[src/rtl/lock_pkg.sv]
// Shared types and constants for the keypad supervisor and its lock interface.
// Key codes are active-low one-hot: exactly one cleared bit per pressed key.
package lock_pkg;

  typedef enum logic [1:0] {
    READY,
    ENTRY,
    TIMEOUT,
    LOCKOUT
  } ctrlState_t;

  localparam logic [3:0] NO_KEY = 4'b1111;
  localparam logic [3:0] KEY_0  = 4'b1110;
  localparam logic [3:0] KEY_1  = 4'b1101;
  localparam logic [3:0] KEY_2  = 4'b1011;
  localparam logic [3:0] KEY_3  = 4'b0111;

endpackage

[src/rtl/key_debouncer.sv]
// Two-flop synchroniser followed by a stability filter for the active-low keypad.
// The filtered key only moves after the synchronised value has been steady long enough.
module key_debouncer
  import lock_pkg::*;
#(
  parameter int DEBOUNCE_CYCLES = 4
) (
  input  logic       clock,
  input  logic       reset,
  input  logic [3:0] rawKey,
  output logic [3:0] filtered,
  output logic       keyEvent
);

  localparam int CW = (DEBOUNCE_CYCLES > 1) ? $clog2(DEBOUNCE_CYCLES) : 1;
  localparam logic [CW-1:0] STABLE_LAST = CW'(DEBOUNCE_CYCLES - 1);

  logic [3:0]    sync1;
  logic [3:0]    sync2;
  logic [CW-1:0] stableCnt;

  always_ff @(posedge clock or posedge reset) begin
    if (reset) begin
      sync1 <= NO_KEY;
      sync2 <= NO_KEY;
    end else begin
      sync1 <= rawKey;
      sync2 <= sync1;
    end
  end

  // A pending difference in sync1 means sync2 is about to change, so the run restarts.
  always_ff @(posedge clock or posedge reset) begin
    if (reset) begin
      filtered  <= NO_KEY;
      stableCnt <= '0;
      keyEvent  <= 1'b0;
    end else begin
      keyEvent <= 1'b0;
      if ((sync1 != sync2) || (sync2 == filtered)) begin
        stableCnt <= '0;
      end else if (stableCnt == STABLE_LAST) begin
        filtered  <= sync2;
        stableCnt <= '0;
        keyEvent  <= 1'b1;
      end else begin
        stableCnt <= stableCnt + 1'b1;
      end
    end
  end

endmodule

[src/rtl/lock_access_controller.sv]
// Supervisor between the keypad and the lock FSM: debounces keys, raises the
// inactivity timeout, counts consecutive failures and enforces a timed lockout.
module lock_access_controller
  import lock_pkg::*;
#(
  parameter int DEBOUNCE_CYCLES = 4,
  parameter int TIMEOUT_CYCLES  = 1000,
  parameter int MAX_FAILS       = 3,
  parameter int LOCKOUT_CYCLES  = 5000
) (
  input  logic       clock,
  input  logic       reset,
  input  logic [3:0] rawKey,
  input  logic       lockState,
  input  logic       lockInError,
  input  logic [3:0] bitNumber,
  output logic [3:0] key,
  output logic       timeoutError,
  output logic       lockout,
  output logic [3:0] failCount,
  output logic       keyEvent
);

  localparam int TW = (TIMEOUT_CYCLES > 1) ? $clog2(TIMEOUT_CYCLES) : 1;
  localparam int LW = (LOCKOUT_CYCLES > 1) ? $clog2(LOCKOUT_CYCLES) : 1;
  localparam logic [TW-1:0] IDLE_LAST  = TW'(TIMEOUT_CYCLES - 1);
  localparam logic [LW-1:0] LOCK_LAST  = LW'(LOCKOUT_CYCLES - 1);
  localparam logic [3:0]    FAIL_LIMIT = 4'(MAX_FAILS);

  ctrlState_t    state;
  ctrlState_t    stateNext;
  logic [TW-1:0] idleTimer;
  logic [TW-1:0] idleNext;
  logic [TW-1:0] idleCur;
  logic [LW-1:0] lockTimer;
  logic [LW-1:0] lockNext;
  logic [3:0]    failNext;
  logic [3:0]    failInc;
  logic [3:0]    filtered;
  logic          errPrev;
  logic          lockPrev;
  logic          errRise;
  logic          unlockFall;
  logic          doneNow;
  logic          doneSeen;
  logic          doneNext;

  key_debouncer #(
    .DEBOUNCE_CYCLES(DEBOUNCE_CYCLES)
  ) u_debouncer (
    .clock   (clock),
    .reset   (reset),
    .rawKey  (rawKey),
    .filtered(filtered),
    .keyEvent(keyEvent)
  );

  assign errRise    = lockInError & ~errPrev;
  assign unlockFall = lockPrev & ~lockState;
  assign doneNow    = (bitNumber == 4'd0) && (filtered == NO_KEY);
  assign failInc    = (failCount == 4'hF) ? 4'hF : failCount + 4'd1;

  // The cycle carrying a key event counts as idle cycle zero.
  assign idleCur = keyEvent ? '0 : idleTimer;

  always_ff @(posedge clock or posedge reset) begin
    if (reset) begin
      state     <= READY;
      idleTimer <= '0;
      lockTimer <= '0;
      failCount <= 4'd0;
      errPrev   <= 1'b0;
      lockPrev  <= 1'b0;
      doneSeen  <= 1'b0;
    end else begin
      state     <= stateNext;
      idleTimer <= idleNext;
      lockTimer <= lockNext;
      failCount <= failNext;
      errPrev   <= lockInError;
      lockPrev  <= lockState;
      doneSeen  <= doneNext;
    end
  end

  // A reported mismatch outranks timer expiry, which outranks sequence completion.
  always_comb begin
    stateNext = state;
    idleNext  = '0;
    lockNext  = '0;
    failNext  = failCount;
    doneNext  = 1'b0;
    case (state)
      READY: begin
        if (keyEvent && (filtered != NO_KEY)) stateNext = ENTRY;
      end
      ENTRY: begin
        idleNext = idleCur + 1'b1;
        doneNext = doneNow;
        if (errRise) begin
          failNext  = failInc;
          stateNext = (failInc == FAIL_LIMIT) ? LOCKOUT : READY;
        end else if (idleCur == IDLE_LAST) begin
          stateNext = TIMEOUT;
        end else if (doneNow && doneSeen) begin
          stateNext = READY;
        end
      end
      TIMEOUT: begin
        if (errRise) begin
          failNext  = failInc;
          stateNext = (failInc == FAIL_LIMIT) ? LOCKOUT : READY;
        end
      end
      LOCKOUT: begin
        if (lockTimer == LOCK_LAST) begin
          failNext  = 4'd0;
          stateNext = READY;
        end else begin
          lockNext = lockTimer + 1'b1;
        end
      end
      default: stateNext = READY;
    endcase
    // A successful unlock wins over a same-cycle failure, so no lockout follows it.
    if (unlockFall && (state != LOCKOUT)) begin
      failNext = 4'd0;
      if (stateNext == LOCKOUT) stateNext = READY;
    end
    if (stateNext != ENTRY) idleNext = '0;
  end

  assign timeoutError = (state == TIMEOUT);
  assign lockout      = (state == LOCKOUT);
  assign key          = lockout ? NO_KEY : filtered;

endmodule

[config.mk]
export PLATFORM = sky130hd
export DESIGN_NAME = lock_access_controller
export DESIGN_NICKNAME = d
export VERILOG_FILES = /design/src/rtl/lock_pkg.sv /design/src/rtl/key_debouncer.sv /design/src/rtl/lock_access_controller.sv
export SDC_FILE = /design/constraint.sdc
export NUM_CORES = 1
export LEC_CHECK = 0
export CORE_AREA = 5 5 70 72
export DETAILED_ROUTE_END_ITERATION = 6
export DIE_AREA = 0 0 75 77
export PLACE_DENSITY = 0.89
export SYNTH_ARGS = -nofsm -noshare
export SYNTH_HDL_FRONTEND = slang
export SYNTH_SLANG_ARGS = --single-unit
[constraint.sdc]
create_clock -name clock -period 5 [get_ports clock]
set_input_delay 1 -clock clock [delete_from_list [all_inputs] [get_ports clock]]
set_output_delay 1 -clock clock [all_outputs]
set_load 0.005 [all_outputs]
Word level (Yosys, flattened, before mapping). Cells that the tools add are included.

$add $sub $neg: 4. Equality and inequality tests: 17. Mux-type cells: 26. Bitwise operators: 5. Reductions and logical operators: 11.

Operators by type and width (number): $mux 10 (3); $mux 13 (2); $mux 2 (11); $mux 4 (5); $add 13x1->13 const B (1); $eq 13x13->1 const B (1); $add 10x1->10 const B (1); $eq 10x10->1 const B (1); $eq 2x2->1 const B (4); $eq 4x4->1 const B (2); $pmux 2 s4 (1); $pmux 4 s2 (1); $ne 3x1->1 const B (2); $add 4x1->4 const B (1); $eq 4x2->1 const B (1); $eq 4x4->1 (1); $logic_and 1x1->1 (4); $logic_not 4->1 (1); $ne 4x4->1 (1); $ne 4x4->1 const B (1); $mux 1 (3); $not 1->1 (3); $reduce_and 3->1 (1); $reduce_bool 3->1 (1); 9 further kinds (10).

Register bits after elaboration: 47. Output and inout bits: 11. Word-level logic and storage cells: 75.

Longest topological paths before layout.
Word-level depth: 12. Mapped depth: 9. Mapped depth without buffers: 7.

Hierarchy. From an unflattened synthesis, not the netlist that was laid out.

Cells, all modules: 227. Area, all modules: 2483.6 um2.

Modules (own cells, without submodules): lock_access_controller (instances 1, cells each 191, area each 1913.1 um2); key_debouncer (instances 1, cells each 36, area each 570.5 um2).

Worst setup path after synthesis. OpenSTA, ideal clock, no wires.

Path type: input -> register. Start point: input bitNumber[1]. End point: register idleTimer[2]. Library setup time: 0.138 ns. Arrival time: 2.311 ns. Required time: 4.862 ns. Slack: 2.551 ns. Stages on the path: 6. Cells stage by stage: nor4_1 > nand3_1 > a311o_1 > a221oi_2 > buf_4 > nor4_1.

Word-level cells in the longest chain between the ends: 12.

Ends and longest elaborated chain: start, declared (line lock_access_controller.sv:16) `input logic [3:0] bitNumber,`; $logic_not 4->1 (*) (line lock_access_controller.sv:60) `assign doneNow = (bitNumber == 4'd0) && (filtered == NO_KEY);`; $logic_and 1x1->1 (*) (line lock_access_controller.sv:60); $logic_and 1x1->1 (*) (line lock_access_controller.sv:105) `end else if (doneNow && doneSeen) begin`; $mux 2 (*) (line lock_access_controller.sv:105); $mux 2 (*) (line lock_access_controller.sv:103) `end else if (idleCur == IDLE_LAST) begin`; $mux 2 (*) (line lock_access_controller.sv:100) `if (errRise) begin`; $pmux 2 s4 (*) (line lock_access_controller.sv:93) `case (state)`; $eq 2x2->1 (line lock_access_controller.sv:128) `if (stateNext == LOCKOUT) stateNext = READY;`; $mux 2 (line lock_access_controller.sv:128); $mux 2 (*) (line lock_access_controller.sv:126) `if (unlockFall && (state != LOCKOUT)) begin`; $ne 2x1->1 (*) (line lock_access_controller.sv:130) `if (stateNext != ENTRY) idleNext = '0;`; $mux 10 (*) (line lock_access_controller.sv:130); named net idleNext[2] (line lock_access_controller.sv:33) `logic [TW-1:0] idleNext;`; end signal, assigned (line lock_access_controller.sv:77) `idleTimer <= idleNext;`; end, declared (line lock_access_controller.sv:32) `logic [TW-1:0] idleTimer;`.

The timed path passes the listed nets; every way through them passes the cells marked *. A chain may end at the register's enable or synchronous reset.

Worst setup path after layout.
Start point: register u_debouncer.keyEvent. End point: register idleTimer[7].

Word-level cells in the longest chain between the ends: 10. Elaborated cells on any way between the ends: 14. Classes of those cells: add/sub: 1; eq/ne: 3; mux: 9; reduce/logical: 1.

Ends and longest elaborated chain: start, declared (line key_debouncer.sv:12) `output logic keyEvent`; start signal, assigned (line key_debouncer.sv:37) `keyEvent <= 1'b0;`; start signal, assigned (line key_debouncer.sv:39) `keyEvent <= 1'b0;`; start signal, assigned (line key_debouncer.sv:45) `keyEvent <= 1'b1;`; $mux 10 (line lock_access_controller.sv:64) `assign idleCur = keyEvent ? '0 : idleTimer;`; $eq 10x10->1 (line lock_access_controller.sv:103); $mux 2 (line lock_access_controller.sv:103); $mux 2 (line lock_access_controller.sv:100); $pmux 2 s4 (line lock_access_controller.sv:93); $eq 2x2->1 (line lock_access_controller.sv:128); $mux 2 (line lock_access_controller.sv:128); $mux 2 (line lock_access_controller.sv:126); $ne 2x1->1 (line lock_access_controller.sv:130); $mux 10 (*) (line lock_access_controller.sv:130); named net idleNext[7] (line lock_access_controller.sv:33).

Marks and branches as above.

==> flow_summary.toml <==
[cts]
cts_sinks = 47
post_cts_resized = 0
clock_latency_ns = 0.30
ctsHoldBuffers = 0
ctsHtreeMaxLevel = 2
numCtsBuffers = 5
cts_tree = "done"
clock_path_buffers = 2
clockRootBuffer = "clkbuf_8"
path_clk_slew_ns = 0.08
cts_setup_buffers = 0

[synthesis]
synth_edf_count = 0
ys_warn_count = 0
yosysUniqueCellTypes = 45
syn-num-nets = 246
syn_avg_cell_area_um2 = 10.6
ys_seq_area_share_pct = 49.8
yosys_most_used_dff = "dfrtp_1"
async_reset_ff_share_pct = 100
synth-seq-cells = 47
synthCells = 225
syn_area_um2 = 2390
synth_top_cell_by_area = "dfrtp_1"
synth_top_area_share_pct = 36.6
ys_top_cells_by_area = "dfrtp_1, dfstp_2, xnor2_1"

[route]
drt_iter0_drc = 134
viasPerCell = 5.83
via_count = 1773
drt_wl_total_um = 4640
postRouteAntennaNets = 0
drtPass1Iterations = 4
wl_per_cell_um = 15.3
drc = 0

[floorplanning]
die_h_um = 77
ioPinCount = 23
rows = 24
start_util_pct = 56.4
die-area_um2 = 5780
design.core.area_um2 = 4230
die_w_um = 75

[sta]
relSlewSlack_pct = 30.4
hold_ws_ns = 0.375
finalHoldViolCount = 0
fmax_ghz = 0.317
tns_ns = 0
drv_slew = 0
min_period_ns = 3.16
finalCritPeriodShare_pct = 63.1
worst_slew_pin_slew_ns = 1.04
rsz0062_at_grt = "no"
finalClockSkew_ns = 0.0103
setup_slack_ns = 1.84
setup_viol = 0

[place]
dp_cells = 296
pre_cts_ws_ns = 1.72
dpl.hpwl_um = 3200
io_buffers = 22
finalWeightedCongestion = 0.835
place_area_um2 = 2670

[critical_path]
cp_data_required_time_ns = 5.13
crit_arrival_ns = 3.29
r2r_cells = 7
crit_type = "reg -> reg"
path_max_fanout = 14
cp-start-kind = "register"
cp-end-kind = "register"

[finish]
final_util_pct = 65.7
multiInputGateArea_um2 = 1150
fill_cells = 351
design_area_um2 = 2780
stdcell_count = 304
num_antenna_cells = 0
register_area_um2 = 1190
layout.nets = 272
area_growth_pct = 16.3
drive_above_1_share_pct = 12.3

[global_routing]
globalRouteTotalUtil_pct = 17.5
grt_max_degree = 48
antenna_found_initial = 0
grt.met2_usage_pct = 29.0
busiest_layer = "met2"
grt_util_met1_pct = 22.8
grt_pass1_wl_um = 8050
use_met3_pct = 4.31
grt_pass1_vias = 1789
overflow = 0

[power]
total_power_mw = 1.14
ir_drop_mv = 0.191
powerDensity_nw_per_um2 = 409
leakage_nw = 1.18

[job]
cap_violations = 0

[run_status]
outcome = "finished clean"

[hold_path]
hp-class = "reg -> reg"
whs_path_depth = 0
[logic make-up after synthesis]
kind of cell / share of synthesized area, %
fa+ha+maj: 4.71
flops: 49.8
buf+inv: 2.20
xor+xnor: 9.90
mux: 1.88
compound gates: 8.74
simple gates: 22.7
[power breakdown]
part	switching, mW	leakage (nW)	total [mW]	internal (mW)
clock	0.123	0.0594	0.265	0.142
combinational	0.236	0.516	0.419	0.183
sequential	0.0378	0.602	0.454	0.416
[routing by layer]
metal  share of wire, %  up-vias
met5                  0        -
li1                   -      855
met3                5.8        5
met2                 51       60
met1                 43      853
met4               0.71        0
[cell type report]
class	instances	share of cell area, %
Clock buffer	7	3.87
Clock inverter	1	0.180
Inverter	8	1.08
Multi-Input combinational cell	165	41.2
Sequential cell	47	42.8
Tap cell	52	2.34
Timing Repair Buffer	24	8.46
[worst max-delay path, stage by stage (launching register included)]
cell and delay, ns:
dfrtp_1 0.54, nor2b_1 0.32, ha_1 0.31, nand4b_1 0.17
or3_1 0.41, a311o_1 0.34, a221oi_2 0.76, nor4_1 0.13
[sequential cells by signal, indices dropped and copies added (netlist names)]
name                   cells
lockPrev                   1
u_debouncer.filtered       4
failCount                  4
u_debouncer.keyEvent       1
u_debouncer.sync1          4
u_debouncer.stableCnt      2
lockTimer                 13
u_debouncer.sync2          4
idleTimer                 10
state                      2
errPrev                    1
doneSeen                   1
[cell usage in the layout, fill, tap and decap left out, types with 6 or more instances in the layout]
cell,synthesis,routed
and3_1,7,7
clkbuf_8,0,6
clkdlybuf4s50_1,0,22
dfrtp_1,35,35
dfstp_2,12,12
ha_1,9,9
inv_1,8,7
nand2_1,10,10
nand3_1,11,11
nor2_1,20,20
nor2b_1,8,8
nor4_1,9,9
xnor2_1,17,17
xor2_1,10,10
[worst paths after layout]
kind	start	endpoint	slack, ns
setup / recovery	u_debouncer.keyEvent	idleTimer[7]	1.84
hold / removal	u_debouncer.sync1[2]	u_debouncer.sync2[2]	0.38
setup reg to reg	u_debouncer.keyEvent	idleTimer[7]	1.84
hold reg to reg	u_debouncer.sync1[2]	u_debouncer.sync2[2]	0.38
max in group asynchronous	reset	u_debouncer.stableCnt[1]	3.47
min in group asynchronous	reset	failCount[3]	1.15
[synthesized netlist by cell type, types with 4 or more instances]
cell / instances
mux2_2: 4
inv_1: 8
nor2b_1: 8
nand4_1: 5
a31oi_1: 5
dfstp_2: 12
and2_1: 4
ha_1: 9
xnor2_1: 17
clkbuf_1: 4
nor4_1: 9
nand3_1: 11
nand2_1: 10
a21oi_1: 5
dfrtp_1: 35
nand2b_1: 4
or2_2: 4
nor2_1: 20
xor2_1: 10
and3_1: 7
No activity file was read; power rests on OpenSTA's default activity.
==> patch 1, RTL diff (same settings) <==
Set the parameter `LOCKOUT_CYCLES` to 2500 (it was 5000).
--- a/src/rtl/lock_access_controller.sv
+++ b/src/rtl/lock_access_controller.sv
@@ -8,3 +8,3 @@
   parameter int MAX_FAILS       = 3,
-  parameter int LOCKOUT_CYCLES  = 5000
+  parameter int LOCKOUT_CYCLES  = 2500
 ) (
Behaviour: same outputs for any inputs over 10 cycles, from zero or initial values and one cycle with reset high; that may be too few to reach the edited logic, so the function may still have changed.
==> patch 1 against the original RTL <==
Utilization fell by 1.5 points; total power fell by 2.4%; worst setup slack improved by 0.087 ns; sequential power fell by 0.9%; clock skew fell by 0.0024 ns; sequential cell count fell by 1; non-clock buffer count did not move; area after synthesis fell by 2.7%; critical path depth did not move; die area did not move; cell area fell by 2.3%; routed wire length fell by 4.8%.
==> patch 1: results (changes against the original RTL) <==
| Metric | Value |
|---|---|
| Remaining Overflow, GRT | `0 (unchanged)` |
| DRT iter0 DRCs | `143 (was 134)` |
| Via-to-Cell Ratio | `5.739 (was 5.832)` |
| First-pass GRT wire length | `7.576 mm (was 8.045 mm)` |
| GR Util All Layers | `16.86% (was 17.55%)` |
| Final wirelength | `4.416 mm (was 4.637 mm)` |
| Comb power frac | `35.9% (was 36.8%)` |
| Worst-Margin Slew | `0.9812 ns (was 1.039 ns)` |
| Met3 WL post-DR | `255 µm (was 271 µm)` |
| Nets | `263 (was 272)` |
| Slowest-stage cell, CP | `a31oi_1 (was a221oi_2)` |
| Status | `complete, no violations (unchanged)` |
| Worst Path Arrival | `3.20 ns (was 3.29 ns)` |
| Final HPWL DP | `3.188 mm (was 3.198 mm)` |
| Initial antenna violation count | `0 (unchanged)` |
| Syn Nets | `235 (was 246)` |
| P_clk | `0.262 mW` |
| Vias in the first global route | `1693 (was 1789)` |
| Ys Warns | `0 (unchanged)` |
| Async S/R FF share, synth | `100.0% (unchanged)` |
| Critical path peak fanout | `12 (was 14)` |
| Pre-CTS setup slack | `1.859 ns (was 1.721 ns)` |
| Max rail drop VDD | `0.0002496 V (was 0.0001914 V)` |
| Top Registers | `lockTimer x12, idleTimer x10 (was lockTimer x13, idleTimer x10)` |
| Commonest cells post-synth | `dfrtp_1 (34), xnor2_1 (15), nor2_1 (13), dfstp_2 (12), nand2_1 (12) (was dfrtp_1 (35), nor2_1 (20), xnor2_1 (17), dfstp_2 (12), nand3_1 (11))` |
| Root buf cell | `clkbuf_8 (unchanged)` |
| Pin count of the biggest net entering global routing | `47 (was 48)` |
| Top Metal Used | `met4 (unchanged)` |
| Diode count | `0 (unchanged)` |
| Routability Congestion | `0.8168 (was 0.8352)` |
| Clk_skew | `0.007924 ns (was 0.01034 ns)` |
| Sw power | `0.3818 mW (was 0.3964 mW)` |
| Met2 wire len | `2.106 mm (was 2.357 mm)` |
| Largest cells by area after synthesis | `dfrtp_1 (37%), dfstp_2 (14%), xnor2_1 (5.7%), ha_1 (4.8%), xor2_1 (3.8%) (was dfrtp_1 (37%), dfstp_2 (13%), xnor2_1 (6.2%), ha_1 (4.7%), xor2_1 (3.7%))` |
| Fill cell count | `322 (was 351)` |
| Wire length on met1 | `1.923 mm (was 1.975 mm)` |
| Leakage | `1.130 nW (was 1.178 nW)` |
| Synth unique cells | `52 (was 45)` |
| Share of layout cells above drive strength 1 | `15.64% (was 12.30%)` |
| Tightest Hold Check Type | `reg -> reg (unchanged)` |
| Post-synthesis sequential area ratio | `50.16% (was 49.84%)` |
| Kind of cell adding the most delay to the critical path | `simple AND/OR/NAND/NOR gates (was compound AO/OA/AOI/OAI gates)` |
[patch 1: cell type report]
type                       instances  area [µm²]  area share, %
timing repair buffer              24       235.2          8.660
inverter                           8       30.03          1.105
tap                               52       65.06          2.395
clock buffer                       8       111.4          4.099
multi-input combinational        157        1109          40.81
sequential                        46        1166          42.93
[patch 1: cells by family after synthesis]
group	synth area share, %
adders and majority gates	4.844
and+or+nand+nor	22.55
muxes	1.937
AOI/OAI and AO/OA	8.934
DFF	50.16
xor gates and xnor gates	9.419
buffers and inverters	2.153
[patch 1: worst paths after layout]
kind | from | end | slack, ns | cells past startpoint
min in group asynchronous | reset | idleTimer[3]$_DFF_PP0_ | 1.16 | 3
max in group asynchronous | reset | u_debouncer.filtered[0]$_DFFE_PP1P_ | 3.46 | 3
setup / recovery | u_debouncer.keyEvent$_DFF_PP0_ | state[0]$_DFF_PP0_ | 1.93 | 7
hold / removal | u_debouncer.sync1[3]$_DFF_PP1_ | u_debouncer.sync2[3]$_DFF_PP1_ | 0.37 | 0
hold reg to reg | u_debouncer.sync1[3]$_DFF_PP1_ | u_debouncer.sync2[3]$_DFF_PP1_ | 0.37 | 0
setup reg to reg | u_debouncer.keyEvent$_DFF_PP0_ | state[0]$_DFF_PP0_ | 1.93 | 7
[patch 1: layer usage]
metal	track usage, %	up-vias
met1	21.19	803
met2	25.96	56
met4	8.007	0
li1	-	821
met3	5.229	13
met5	0	-
[patch 1: stage by stage]
step                      total power [mW]  instance area (µm²)  utilization, %  std cells  hold WS, ns
final                                1.111                 2716           64.15        295       0.3729
after global routing                 1.182                 2716           64.15        295       0.3815
after CTS                            1.115                 2716           64.15        295       0.3752
after detailed placement            0.8484                 2605           61.52        287       0.3634
after global placement              0.8328                 2605           61.52        287       0.3626
after floorplan                     0.7247                 2325               -        214       0.3607
==> patch 2, RTL diff (same flow settings) <==
Without the edit above. Make the reset (`reset`) synchronous in 3 clocked blocks.
--- a/src/rtl/key_debouncer.sv
+++ b/src/rtl/key_debouncer.sv
@@ -21,3 +21,3 @@
 
-  always_ff @(posedge clock or posedge reset) begin
+  always_ff @(posedge clock) begin
     if (reset) begin
@@ -32,3 +32,3 @@
   // A pending difference in sync1 means sync2 is about to change, so the run restarts.
-  always_ff @(posedge clock or posedge reset) begin
+  always_ff @(posedge clock) begin
     if (reset) begin
--- a/src/rtl/lock_access_controller.sv
+++ b/src/rtl/lock_access_controller.sv
@@ -65,3 +65,3 @@
 
-  always_ff @(posedge clock or posedge reset) begin
+  always_ff @(posedge clock) begin
     if (reset) begin
Function: differs if reset is asserted again (counterexample within 10 cycles, from zero or initial values and one cycle with reset high); with reset held inactive, the same outputs for 10 cycles.
==> patch 2 against the original RTL <==
Sequential cell count unchanged; cell area down 5.0%; non-clock buffer count down 2; worst setup slack better by 0.14 ns; area after synthesis down 3.6%; global-route usage down 1.0 points; hold slack better by 0.056 ns; routed wire length down 3.5%; critical path depth down 1; largest cell class is now multi-input combinational cells.
Power is not compared: it rests on default switching activity, and its combinational part moved more than twofold at a synthesized area within 25%.
==> patch 2: results (changes against the original RTL) <==
| Metric | Value |
|---|---|
| Status | `complete, no violations (unchanged)` |
| Pre-CTS setup slack | `1.712 ns (was 1.721 ns)` |
| Synth unique cells | `50 (was 45)` |
| Met3 WL post-DR | `231 µm (was 271 µm)` |
| Clk_skew | `0.003298 ns (was 0.01034 ns)` |
| Reg-to-Reg End | `idleTimer[9]$_SDFF_PP0_ (was idleTimer[7]$_DFF_PP0_)` |
| Drt wl/cell | `13.99 µm (was 15.25 µm)` |
| Commonest cells post-synth | `dfxtp_1 (47), nand2_1 (25), nor2_1 (21), xor2_1 (17), or2_2 (15) (was dfrtp_1 (35), nor2_1 (20), xnor2_1 (17), dfstp_2 (12), nand3_1 (11))` |
| Top FF cell, synth | `dfxtp_1 (was dfrtp_1)` |
| Post-synthesis sequential area ratio | `40.85% (was 49.84%)` |
| Pin count of the biggest net entering global routing | `17 (was 48)` |
| Post-synthesis compound-gate area fraction | `10.59% (was 8.743%)` |
| Hold Crit Start | `u_debouncer.stableCnt[0]$_SDFF_PP0_ (was u_debouncer.sync1[2]$_DFF_PP1_)` |
| Nets | `287 (was 272)` |
| CP max stage delay | `0.81 ns (was 0.76 ns)` |
| Global Route met3 Usage | `4.183% (was 4.314%)` |
| Worst-Margin Slew | `1.016 ns (was 1.039 ns)` |
| Kind of cell adding the most delay to the critical path | `simple AND/OR/NAND/NOR gates (was compound AO/OA/AOI/OAI gates)` |
| Syn Nets | `263 (was 246)` |
| Worst Path Arrival | `3.15 ns (was 3.29 ns)` |
| Hold depth | `1 (was 0)` |
| Minimum clock period | `3.012 ns (was 3.156 ns)` |
| XOR/XNOR Fraction of Synth Area | `9.886% (was 9.895%)` |
| Vias in the first global route | `1732 (was 1789)` |
| Wire length on met1 | `1.917 mm (was 1.975 mm)` |
| Met2 wire len | `2.217 mm (was 2.357 mm)` |
| WHS Endpoint | `u_debouncer.stableCnt[0]$_SDFF_PP0_ (was u_debouncer.sync2[2]$_DFF_PP1_)` |
| Vias | `1816 (was 1773)` |
| Grt met1 use | `19.58% (was 22.78%)` |
| Post-Synth Adder-Cell Area | `4.345% (was 4.712%)` |
| Area after DPL | `2555 µm² (was 2668 µm²)` |
| Worst R2R Setup Slack | `2.24 ns (was 1.84 ns)` |
| Worst r2r src | `u_debouncer.keyEvent$_SDFF_PP0_ (was u_debouncer.keyEvent$_DFF_PP0_)` |
-- patch 2: cell types whose count changed in the layout (fill, tap and decap cells not counted), sizes merged, moves of 7 or more --
cell	change
dfrtp	-35
dfstp	-12
dfxtp	+47
nand2	+15
or2	+11
xnor2	-8
xor2	+7
-- patch 2: final cells by class --
| type | count | area [µm²] | area share (%) |
|---|---|---|---|
| clock inverters | 2 | 12.51 | 0.4739 |
| clock buffers | 6 | 72.57 | 2.749 |
| multi-input cells | 186 | 1310 | 49.62 |
| inverters | 5 | 18.77 | 0.7109 |
| repair buffers | 22 | 220.2 | 8.341 |
| flip-flops and latches | 47 | 940.9 | 35.64 |
| well taps | 52 | 65.06 | 2.464 |
-- patch 2: metrics by stage --
stage          utilization (%)  power [mW]  hold WS [ns]
6_report                 62.35      0.6280        0.4314
3_3_place_gp             60.34      0.4135        0.4136
2_1_floorplan                -      0.4020        0.4053
4_1_cts                  62.35      0.6355        0.4305
5_1_grt                  62.35      0.6556        0.4426
3_5_place_dp             60.34      0.4143        0.4184
